==> config.mk <==
export PLATFORM = sky130hd
export DESIGN_NAME = iob_fifo_sync_asym
export DESIGN_NICKNAME = d
export VERILOG_FILES = /design/src/rtl/iob_fifo_sync_asym.sv
export SDC_FILE = /design/constraint.sdc
export NUM_CORES = 1
export LEC_CHECK = 0
export CAP_MARGIN = 20
export CORE_MARGIN = 4
export CORE_UTILIZATION = 35
export DETAILED_ROUTE_END_ITERATION = 12
export PLACE_DENSITY = 0.92
export SLEW_MARGIN = 20
export SYNTH_ARGS = -nofsm -noshare
export SYNTH_HDL_FRONTEND = slang
export SYNTH_SLANG_ARGS = --single-unit
==> constraint.sdc <==
create_clock -name clk_i -period 4.9 [get_ports clk_i]
set_input_delay 0.49 -clock clk_i [delete_from_list [all_inputs] [get_ports clk_i]]
set_output_delay 0.49 -clock clk_i [all_outputs]
set_load 0.05 [all_outputs]
==> src/rtl/iob_fifo_sync_asym.sv <==
// +----------------------------------------------------------------------------+
// | Module   : iob_fifo_sync_asym                                              |
// | Purpose  : Single-clock FIFO controller with independent write/read widths |
// |            driving an external asymmetric RAM, with level and status flags.|
// | Revision : 1.0 - initial release                                           |
// +----------------------------------------------------------------------------+
`default_nettype none

module iob_fifo_sync_asym #(
  parameter int W_DATA_W = 32,
  parameter int R_DATA_W = 8,
  parameter int ADDR_W   = 4,
  localparam int MINDATA_W = (W_DATA_W < R_DATA_W) ? W_DATA_W : R_DATA_W,
  localparam int MAXDATA_W = (W_DATA_W > R_DATA_W) ? W_DATA_W : R_DATA_W,
  localparam int RATIO     = MAXDATA_W / MINDATA_W,
  localparam int DIFF      = $clog2(RATIO),
  localparam int W_ADDR_W  = (W_DATA_W > R_DATA_W) ? ADDR_W - DIFF : ADDR_W,
  localparam int R_ADDR_W  = (R_DATA_W > W_DATA_W) ? ADDR_W - DIFF : ADDR_W
) (
  input  logic                clk_i,
  input  logic                arst_n_i,
  input  logic                ce_i,
  input  logic                rst_i,
  input  logic                w_en_i,
  input  logic [W_DATA_W-1:0] w_data_i,
  output logic                w_full_o,
  input  logic                r_en_i,
  output logic [R_DATA_W-1:0] r_data_o,
  output logic                r_valid_o,
  output logic                r_empty_o,
  output logic [ADDR_W:0]     level_o,
  input  logic [ADDR_W:0]     af_thresh_i,
  input  logic [ADDR_W:0]     ae_thresh_i,
  output logic                almost_full_o,
  output logic                almost_empty_o,
  output logic                overflow_o,
  output logic                underflow_o,
  output logic                ext_mem_w_en_o,
  output logic [W_ADDR_W-1:0] ext_mem_w_addr_o,
  output logic [W_DATA_W-1:0] ext_mem_w_data_o,
  output logic                ext_mem_r_en_o,
  output logic [R_ADDR_W-1:0] ext_mem_r_addr_o,
  input  logic [R_DATA_W-1:0] ext_mem_r_data_i
);

  localparam int FIFO_SIZE = 2 ** ADDR_W;
  localparam int W_INCR    = (W_DATA_W > R_DATA_W) ? RATIO : 1;
  localparam int R_INCR    = (R_DATA_W > W_DATA_W) ? RATIO : 1;

  // Level and increments are all expressed in narrow-word units.
  localparam logic [ADDR_W:0]   C_W_INCR     = (ADDR_W+1)'(W_INCR);
  localparam logic [ADDR_W:0]   C_R_INCR     = (ADDR_W+1)'(R_INCR);
  localparam logic [ADDR_W:0]   C_FULL_LIMIT = (ADDR_W+1)'(FIFO_SIZE - W_INCR);
  localparam logic [W_ADDR_W:0] C_WPTR_ONE   = (W_ADDR_W+1)'(1);
  localparam logic [R_ADDR_W:0] C_RPTR_ONE   = (R_ADDR_W+1)'(1);

  logic [W_ADDR_W:0] r_waddr;
  logic [R_ADDR_W:0] r_raddr;
  logic [ADDR_W:0]   r_level;
  logic              r_valid;
  logic              r_overflow;
  logic              r_underflow;

  logic              w_wr_acc;
  logic              w_rd_acc;
  logic [ADDR_W:0]   w_wr_step;
  logic [ADDR_W:0]   w_rd_step;
  logic [ADDR_W:0]   w_level_nxt;

  // Flags come from the registered level only: no same-cycle bypass.
  assign w_full_o  = (r_level > C_FULL_LIMIT);
  assign r_empty_o = (r_level < C_R_INCR);

  assign w_wr_acc  = ce_i & w_en_i & ~w_full_o;
  assign w_rd_acc  = ce_i & r_en_i & ~r_empty_o;

  assign w_wr_step   = w_wr_acc ? C_W_INCR : '0;
  assign w_rd_step   = w_rd_acc ? C_R_INCR : '0;
  assign w_level_nxt = r_level + w_wr_step - w_rd_step;

  always_ff @(posedge clk_i or negedge arst_n_i) begin
    if (!arst_n_i) begin
      r_waddr     <= '0;
      r_raddr     <= '0;
      r_level     <= '0;
      r_valid     <= 1'b0;
      r_overflow  <= 1'b0;
      r_underflow <= 1'b0;
    end else if (rst_i) begin
      r_waddr     <= '0;
      r_raddr     <= '0;
      r_level     <= '0;
      r_valid     <= 1'b0;
      r_overflow  <= 1'b0;
      r_underflow <= 1'b0;
    end else if (ce_i) begin
      if (w_wr_acc) begin
        r_waddr <= r_waddr + C_WPTR_ONE;
      end
      if (w_rd_acc) begin
        r_raddr <= r_raddr + C_RPTR_ONE;
      end
      r_level <= w_level_nxt;
      r_valid <= w_rd_acc;
      if (w_en_i & w_full_o) begin
        r_overflow <= 1'b1;
      end
      if (r_en_i & r_empty_o) begin
        r_underflow <= 1'b1;
      end
    end
  end

  assign level_o        = r_level;
  assign r_valid_o      = r_valid;
  assign overflow_o     = r_overflow;
  assign underflow_o    = r_underflow;
  assign almost_full_o  = (r_level >= af_thresh_i);
  assign almost_empty_o = (r_level <= ae_thresh_i);
  assign r_data_o       = ext_mem_r_data_i;

  assign ext_mem_w_en_o   = w_wr_acc;
  assign ext_mem_w_addr_o = r_waddr[W_ADDR_W-1:0];
  assign ext_mem_w_data_o = w_data_i;
  assign ext_mem_r_en_o   = w_rd_acc;
  assign ext_mem_r_addr_o = r_raddr[R_ADDR_W-1:0];

endmodule

`default_nettype wire

# After elaboration in Yosys (flattened, before gate mapping)
# Cells that the tools add are included.
# op_classes
n_addsub	4
muxes	18
order_cmp	4
n_bitwise	8
n_reduce_logical	9
# op_table
cell	n
$mux W5	5
$mux W3	4
$reduce_bool A2 Y1	5
$mux W1	9
$reduce_and A2 Y1	4
$and A1 B1 Y1	6
$add A5 B1 Y5 const B	1
$add A5 B3 Y5	1
$ge A5 B5 Y1	1
$gt A5 B4 Y1 const B	1
$le A5 B5 Y1	1
$lt A5 B1 Y1 const B	1
$sub A5 B1 Y5	1
$add A3 B1 Y3 const B	1
$not A1 Y1	2
# totals
register_bits	16
wordCells	49

# Logic depth before layout (Yosys ltp)
# Gate-level depths: netlist of run 1.
# depth
ltp_word	8
depth_mapped	14
ltp_nobuf	13

# Worst setup path before layout of run 1
# OpenSTA, ideal clock, no wires.
# synth_timing
kind	register to register
startpoint	register r_level[3] (netlist: level_o[3])
endpoint	register r_level[4] (netlist: level_o[4])
path_buffers	0
synth_period_minus_slack_ps	3464
arrival_time_ps	3370
path_slack_ps	1436
stages_incl_launch_ff	11
required_ps	4806
path_cell_list	dfrtp_1 or3b_4 a311oi_2 inv_1 ha_1 inv_1 ha_1 a21o_1 a21oi_1 xnor2_1 a211oi_1
# synth_via
elab_chain_len	8
word_cells_on_any_way	12
classes_between	2 x add/sub; 2 x order compare; 4 x mux; 4 x bitwise
# synth_lines
element	line_no	text
start: declaration	59	logic [ADDR_W:0] r_level;
start signal: assignment	103	r_level <= w_level_nxt;
$gt A5 B4 Y1	71	assign w_full_o = (r_level > C_FULL_LIMIT);
$not A1 Y1	74	assign w_wr_acc = ce_i & w_en_i & ~w_full_o;
$and A1 B1 Y1	74	
via ext_mem_w_en_o	38	output logic ext_mem_w_en_o,
$mux W3	77	assign w_wr_step = w_wr_acc ? C_W_INCR : '0;
$add A5 B3 Y5	79	assign w_level_nxt = r_level + w_wr_step - w_rd_step;
$sub A5 B1 Y5	79	
$mux W5	96	end else if (ce_i) begin
$mux W5	89	end else if (rst_i) begin
# The timed path passes the listed nets, and every way through them passes these cells. The select of a mux whose other input is x is not followed.
# A chain may end at the register's enable or synchronous reset.

# Final worst setup path of run 1
# layout_timing
startpoint	input ce_i
endpoint	output ext_mem_w_en_o
# layout_via
elab_chain_len	2
# layout_lines
element	line_no	text
start: declaration	22	input logic ce_i,
$and A1 B1 Y1 (2 in series)	74	
end: declaration	38	
# No other way between the ends.

==> reports/qor.csv, run 1 <==
metric,value,unit
CTS Buffer Depth,2,
cell row count,22,
Slew HR,0.5616,
synth unique cells,32,
I/O pins,116,
TNS Setup,0,ns
Die W,70.80,um
drt wl/cell,13.22,um
drt via density,4.795,
critical path peak fanout,13,
Critical Path RT,4.41,ns
# fillers,399,
Layout Nets,230,
Ys Warns,0,
Setup CP Type,input pin to output port,
post-synthesis compound-gate area fraction,0.1324,
largest family of logic cells by synthesized area,buffers and inverters,
Non-Filler Instances,200,
Switching Share,0.4645,
FMAX,324.0,MHz
Startpoint Class,input pin,
Most Crowded Layer GR,met2,
total CTS buffers,3,
clock network fraction of design power,0.159,
Simple-Gate Fraction of Synth Area,0.09519,
synthesis-to-finish area growth,10.06,%
cell area after placement,1478,um^2
Resize count post-CTS,0,
syn_area_per_cell,8.790,um^2
RSZ-0062 raised after global routing,false,
routability congestion estimate from global placement,0.7660,
HPWL after detailed placement,2048,um
"Seq/Total Area, Yosys",0.2539,
multiplexer share of the synthesized area,0.02267,
Leak Pwr,0.7256,nW
Hold Path Class,flip-flop to flip-flop,
Setup WS pre-CTS,1.726,ns
power share of the sequential group,0.255,
placed cells,197,
first-pass GRT wire length,4381,um
cell area power density,403.9,nW/um^2
Synth Area in XOR/XNOR,0.02539,
CTS clock-pin slew for the worst setup and hold paths,0.06,ns
final WL,2644,um
DRC errors left,0,
area of the die,5012,um^2
CP Capture Type,output port,
final worst setup slack,1.814,ns
clk_skew,0.001961,ns
area occupied by registers,350.3,um^2
hold slack,0.4898,ns
status,"complete, no violations",
Util after Layout,0.4057,
Post-DRT Antenna Nets,0,
Final Slew Violations,0,
drt pass-1 iters,4,
met1 Track Usage GR,0.1157,
final worst path period need,3.086,ns
total congestion overflow,0,
# port buffers,35,
post-synth net total,233,
worst skew pair latency,0.25,ns
logic gate share of total power,0.586,
initial antenna violation count,0,
Clock Tree Root,clkbuf_8,
Int Power,0.3285,mW
met2 Use GR,0.1833,
die span in y,70.80,um
Mapped Area,1380,um^2
final setup violation count,0,
crit path DAT,2.60,ns
final instance area,1519,um^2
# hold bufs at CTS,0,
total power,0.6135,mW
Post-CTS Setup Bufs,0,
Switch Pwr,0.2850,mW
worst ir drop on vdd,0.1536,mV
largest net degree at the start of global routing,17,
Vias,959,
#FFs+latches synth,14,
period utilization,0.6298,
Final Hold Viols,0,
maxcap violations,0,
DR iter-0 viols,25,
htree depth,1,
fraction of layout cells with a size suffix above 1,0.05263,
gr usage total,0.1096,
CORE AREA,3744,um^2
Mapped Cells,157,
CTS tree,built,
Least-Margin Pin Slew,0.6556,ns
vias in the first global route,952,
M3 GR Usage,0.05540,
Initial Util,0.3686,
Multi-input gate area,638.1,um^2
clk sinks,14,
diode count,0,
Synth Area in Adders,0.1868,
==> worst max-delay path, cell delays in order <==
cell,delay [ns]
clkdlybuf4s50_1,0.74
nand2_1,0.12
a311oi_2,0.37
clkdlybuf4s50_1,0.88
==> power by group through the flow <==
stage                     Combinational, mW  Clock [mW]  Sequential [mW]
after floorplan                       0.294           0            0.204
final                                 0.359      0.0975            0.157
after detailed placement              0.363           0            0.160
after global routing                  0.390       0.105            0.160
after CTS                             0.364       0.100            0.158
after global placement                0.355           0            0.158
==> cells in the mapped netlist <==
master,instances,area (um^2)
o2111a_1,1,11.26
dfrtp_1,14,350.3
inv_1,21,78.83
nand2b_1,3,18.77
and3_1,1,6.260
xnor2_1,3,26.28
or3_1,2,12.51
a31oi_1,2,12.51
mux2_2,1,11.26
a31o_2,1,8.760
buf_4,40,300.3
o21ai_0,3,15.01
clkbuf_1,1,3.750
mux2i_1,2,20.02
buf_2,1,5.000
buf_1,1,3.750
a31o_4,1,17.52
nand2_1,2,7.510
fa_1,1,20.02
nand3_1,2,10.01
nor2_1,14,52.55
a21o_1,2,15.01
a21oi_1,7,35.03
xor2_1,1,8.760
o211ai_1,1,7.510
ha_1,19,237.7
or3b_4,1,11.26
nand4_1,1,6.260
o21bai_1,1,7.510
nor2b_1,1,6.260
a311oi_2,1,15.01
a211oi_1,5,37.54
==> path summary, 6_finish.rpt <==
kind	start	to	slack, ns	depth (start not counted)
setup / recovery	ce_i	ext_mem_w_en_o	1.81	4
setup reg to reg	level_o[1]$_DFFE_PN0P_	level_o[4]$_DFFE_PN0P_	2.16	10
hold / removal	underflow_o$_DFFE_PN0P_	underflow_o$_DFFE_PN0P_	0.49	2
max in group asynchronous	arst_n_i	r_raddr[3]$_DFFE_PN0P_	3.84	1
hold reg to reg	underflow_o$_DFFE_PN0P_	underflow_o$_DFFE_PN0P_	0.49	2
min in group asynchronous	arst_n_i	r_raddr[1]$_DFFE_PN0P_	0.64	1
==> metal layers <==
metal  wire, um  vias to the layer above  part of all wire
met5          0                        -                 0
met4         38                        0             0.014
li1           -                      471                 -
met3        236                        8             0.089
met1       1080                      451              0.41
met2       1289                       29              0.49
==> cell type report <==
type / count / share of cell area
clock buffers: 3 / 0.02718
flip-flops and latches: 14 / 0.2306
multi-input cells: 79 / 0.4201
repair buffers: 35 / 0.2306
well taps: 48 / 0.03954
inverters: 21 / 0.05189
==> layout by cell type (no fill, tap or decap), drive strengths merged, types with 2 or more instances in the layout <==
| master | instances |
|---|---|
| a21oi | 7 |
| nor2 | 14 |
| a211oi | 5 |
| nand3 | 2 |
| nand2 | 2 |
| xnor2 | 3 |
| inv | 21 |
| clkdlybuf4s50 | 35 |
| dfrtp | 14 |
| a31oi | 2 |
| a21o | 2 |
| mux2i | 2 |
| nand2b | 3 |
| a31o | 2 |
| o21ai | 3 |
| ha | 19 |
| or3 | 2 |
| clkbuf | 3 |
==> sequential cells by signal, summed over array words and instances (netlist names) <==
| register | flops |
|---|---|
| underflow_o | 1 |
| level_o | 5 |
| r_raddr | 4 |
| overflow_o | 1 |
| r_waddr | 2 |
| r_valid_o | 1 |
==> cell families (layout without fill, tap and decap cells) <==
kind of cell	after synthesis	count (layout)
compound gates	25	25
xor+xnor	4	4
fa+ha+maj	20	20
buf+inv	64	59
flops	14	14
mux	3	3
simple gates	27	27
Note: power is estimated with default switching activity, not from simulation.
==> run 2: changes to the inputs <==
--- a/config.mk
+++ b/config.mk
@@ -7,9 +7,9 @@
 export LEC_CHECK = 0
 export CAP_MARGIN = 20
 export CORE_MARGIN = 4
-export CORE_UTILIZATION = 35
+export CORE_UTILIZATION = 29
 export DETAILED_ROUTE_END_ITERATION = 12
-export PLACE_DENSITY = 0.92
+export PLACE_DENSITY = 0.82
 export SLEW_MARGIN = 20
 export SYNTH_ARGS = -nofsm -noshare
 export SYNTH_HDL_FRONTEND = slang
==> constraint.sdc (replaced) <==
create_clock -name clk_i -period 2.6 [get_ports clk_i]
set_input_delay 0.26 -clock clk_i [delete_from_list [all_inputs] [get_ports clk_i]]
set_output_delay 0.26 -clock clk_i [all_outputs]
set_load 0.05 [all_outputs]
==> reports/qor.csv, run 2 (synthesized netlist as in run 1, its figures left out) <==
metric,value,unit
clk sinks,14,
"most common cell after layout, fill and taps aside",clkdlybuf4s50_1,
worst ir drop on vdd,0.2116,mV
initial antenna violation count,0,
metal3 WL,253,um
status,"complete, no violations",
WL met1,1111,um
area occupied by registers,359.1,um^2
I/O pins,116,
CTS Buffer Depth,2,
vias in the first global route,997,
Final Hold Viols,0,
r2r endpoint,level_o[3]$_DFFE_PN0P_,
Clock Tree Root,clkbuf_8,
first-pass GRT wire length,4540,um
Post-DRT Antenna Nets,0,
# hold bufs at CTS,0,
placed cells,207,
Critical Path Source,level_o[1]$_DFFE_PN0P_,
Startpoint Class,flip-flop,
synthesis-to-finish area growth,21.58,%
cell row count,24,
# port buffers,35,
final instance area,1678,um^2
drt via density,4.612,
HPWL after detailed placement,2261,um
critical path peak fanout,3,
Slew HR,0.5620,
clk_skew,0.001555,ns
DRC errors left,0,
final setup violation count,0,
cell area power density,773.4,nW/um^2
die span in y,76.99,um
Hold Path Class,input pin to async pin,
Die W,76.99,um
total congestion overflow,0,
# fillers,460,
drt wl/cell,13.16,um
final WL,2816,um
cell area after placement,1594,um^2
gr usage total,0.09489,
Vias,987,
Util after Layout,0.3750,
DR iter-0 viols,29,
Least-Margin Pin Slew,0.6550,ns
largest net degree at the start of global routing,17,
crit path DAT,2.56,ns
final worst path period need,2.449,ns
total CTS buffers,3,
maxcap violations,0,
worst r2r src,level_o[1]$_DFFE_PN0P_,
Highest Signal Layer,met4,
TNS Setup,0,ns
Multi-input gate area,674.4,um^2
FF-to-FF path depth,11,
worst skew pair latency,0.25,ns
Setup CP Type,flip-flop to flip-flop,
diode count,0,
CP Capture Type,flip-flop,
Worst Setup EP,level_o[3]$_DFFE_PN0P_,
CTS tree,built,
Non-Filler Instances,214,
"reg-to-reg slack, setup",0.15,ns
drt pass-1 iters,4,
area of the die,5927,um^2
"commonest cells after routing, fill and taps aside","31 x clkdlybuf4s50_1, 20 x inv_1, 18 x ha_1",
CTS clock-pin slew for the worst setup and hold paths,0.06,ns
FMAX,408.4,MHz
max reg flops,5,
Critical Path RT,2.71,ns
htree depth,1,
fraction of layout cells with a size suffix above 1,0.2037,
RSZ-0062 raised after global routing,false,
Layout Nets,239,
CORE AREA,4474,um^2
met2 WL,1394,um
period utilization,0.9417,
Final Slew Violations,0,
Leak Pwr,0.7894,nW
routability congestion estimate from global placement,0.8249,
Initial Util,0.3084,
total power,1.298,mW
[run 2: how the worst min path moves through the flow]
| stage | to | slack [ns] | cells past startpoint |
|---|---|---|---|
| 4_1_cts | r_waddr[0]$_DFFE_PN0P_ | 0.43 | 1 |
| 5_1_grt | r_waddr[0]$_DFFE_PN0P_ | 0.46 | 1 |
| 3_5_place_dp | underflow_o$_DFFE_PN0P_ | 0.50 | 2 |
| 3_3_place_gp | underflow_o$_DFFE_PN0P_ | 0.48 | 2 |
| 6_report | r_waddr[0]$_DFFE_PN0P_ | 0.42 | 1 |
| 2_1_floorplan | level_o[0]$_DFFE_PN0P_ | -0.04 | 0 |
[run 2: timing repair]
action | 4_1_cts | 5_1_grt
endpoints found under the setup margin | 0 | 1
buffers inserted | 0 | 3
resized for setup | 0 | 2
[run 2: power by group]
group | internal, mW | switching, mW | leakage, nW
Combinational | 0.341 | 0.464 | 0.578
Clock | 0.134 | 0.0813 | 0.0288
Sequential | 0.251 | 0.0264 | 0.183
Total | 0.726 | 0.571 | 0.789
[run 2: through the flow]
stage | setup WS, ns | hold WS [ns]
after floorplan | -0.2967 | -0.03559
after global placement | 0.1560 | 0.4821
after detailed placement | 0.07015 | 0.4965
after CTS | 0.1276 | 0.4302
after global routing | 0.001128 | 0.4636
final | 0.1515 | 0.4151
[run 2: routing by layer]
| metal | vias to the layer above | GRT usage |
|---|---|---|
| met5 | - | 0 |
| met4 | 0 | 0.03915 |
| met3 | 11 | 0.04801 |
| met1 | 466 | 0.09613 |
| met2 | 25 | 0.1646 |
| li1 | 485 | - |
[run 2: final cells by class]
type	instances	area share
clock buffers	4	0.03281
inverters	21	0.04698
multi-input cells	79	0.4019
flip-flops and latches	14	0.2140
well taps	52	0.03878
repair buffers	44	0.2655
[run 2: worst max-delay path: stages, from the launching register on]
cell and delay (ns):
dfrtp_2 0.43, or3_4 0.40, o2111a_2 0.30, ha_1 0.18, inv_1 0.05, ha_1 0.15
inv_1 0.06, fa_2 0.35, xor2_1 0.16, nor2_1 0.06, a21oi_1 0.12, nor2_1 0.05
==> run 3: changes to the inputs <==
--- a/config.mk
+++ b/config.mk
@@ -10,7 +10,6 @@
 export CORE_UTILIZATION = 29
 export DETAILED_ROUTE_END_ITERATION = 12
 export PLACE_DENSITY = 0.82
-export SLEW_MARGIN = 20
 export SYNTH_ARGS = -nofsm -noshare
 export SYNTH_HDL_FRONTEND = slang
 export SYNTH_SLANG_ARGS = --single-unit
==> results of run 3 <==
The final DEF is identical to that of run 2; final timing and power are the same.
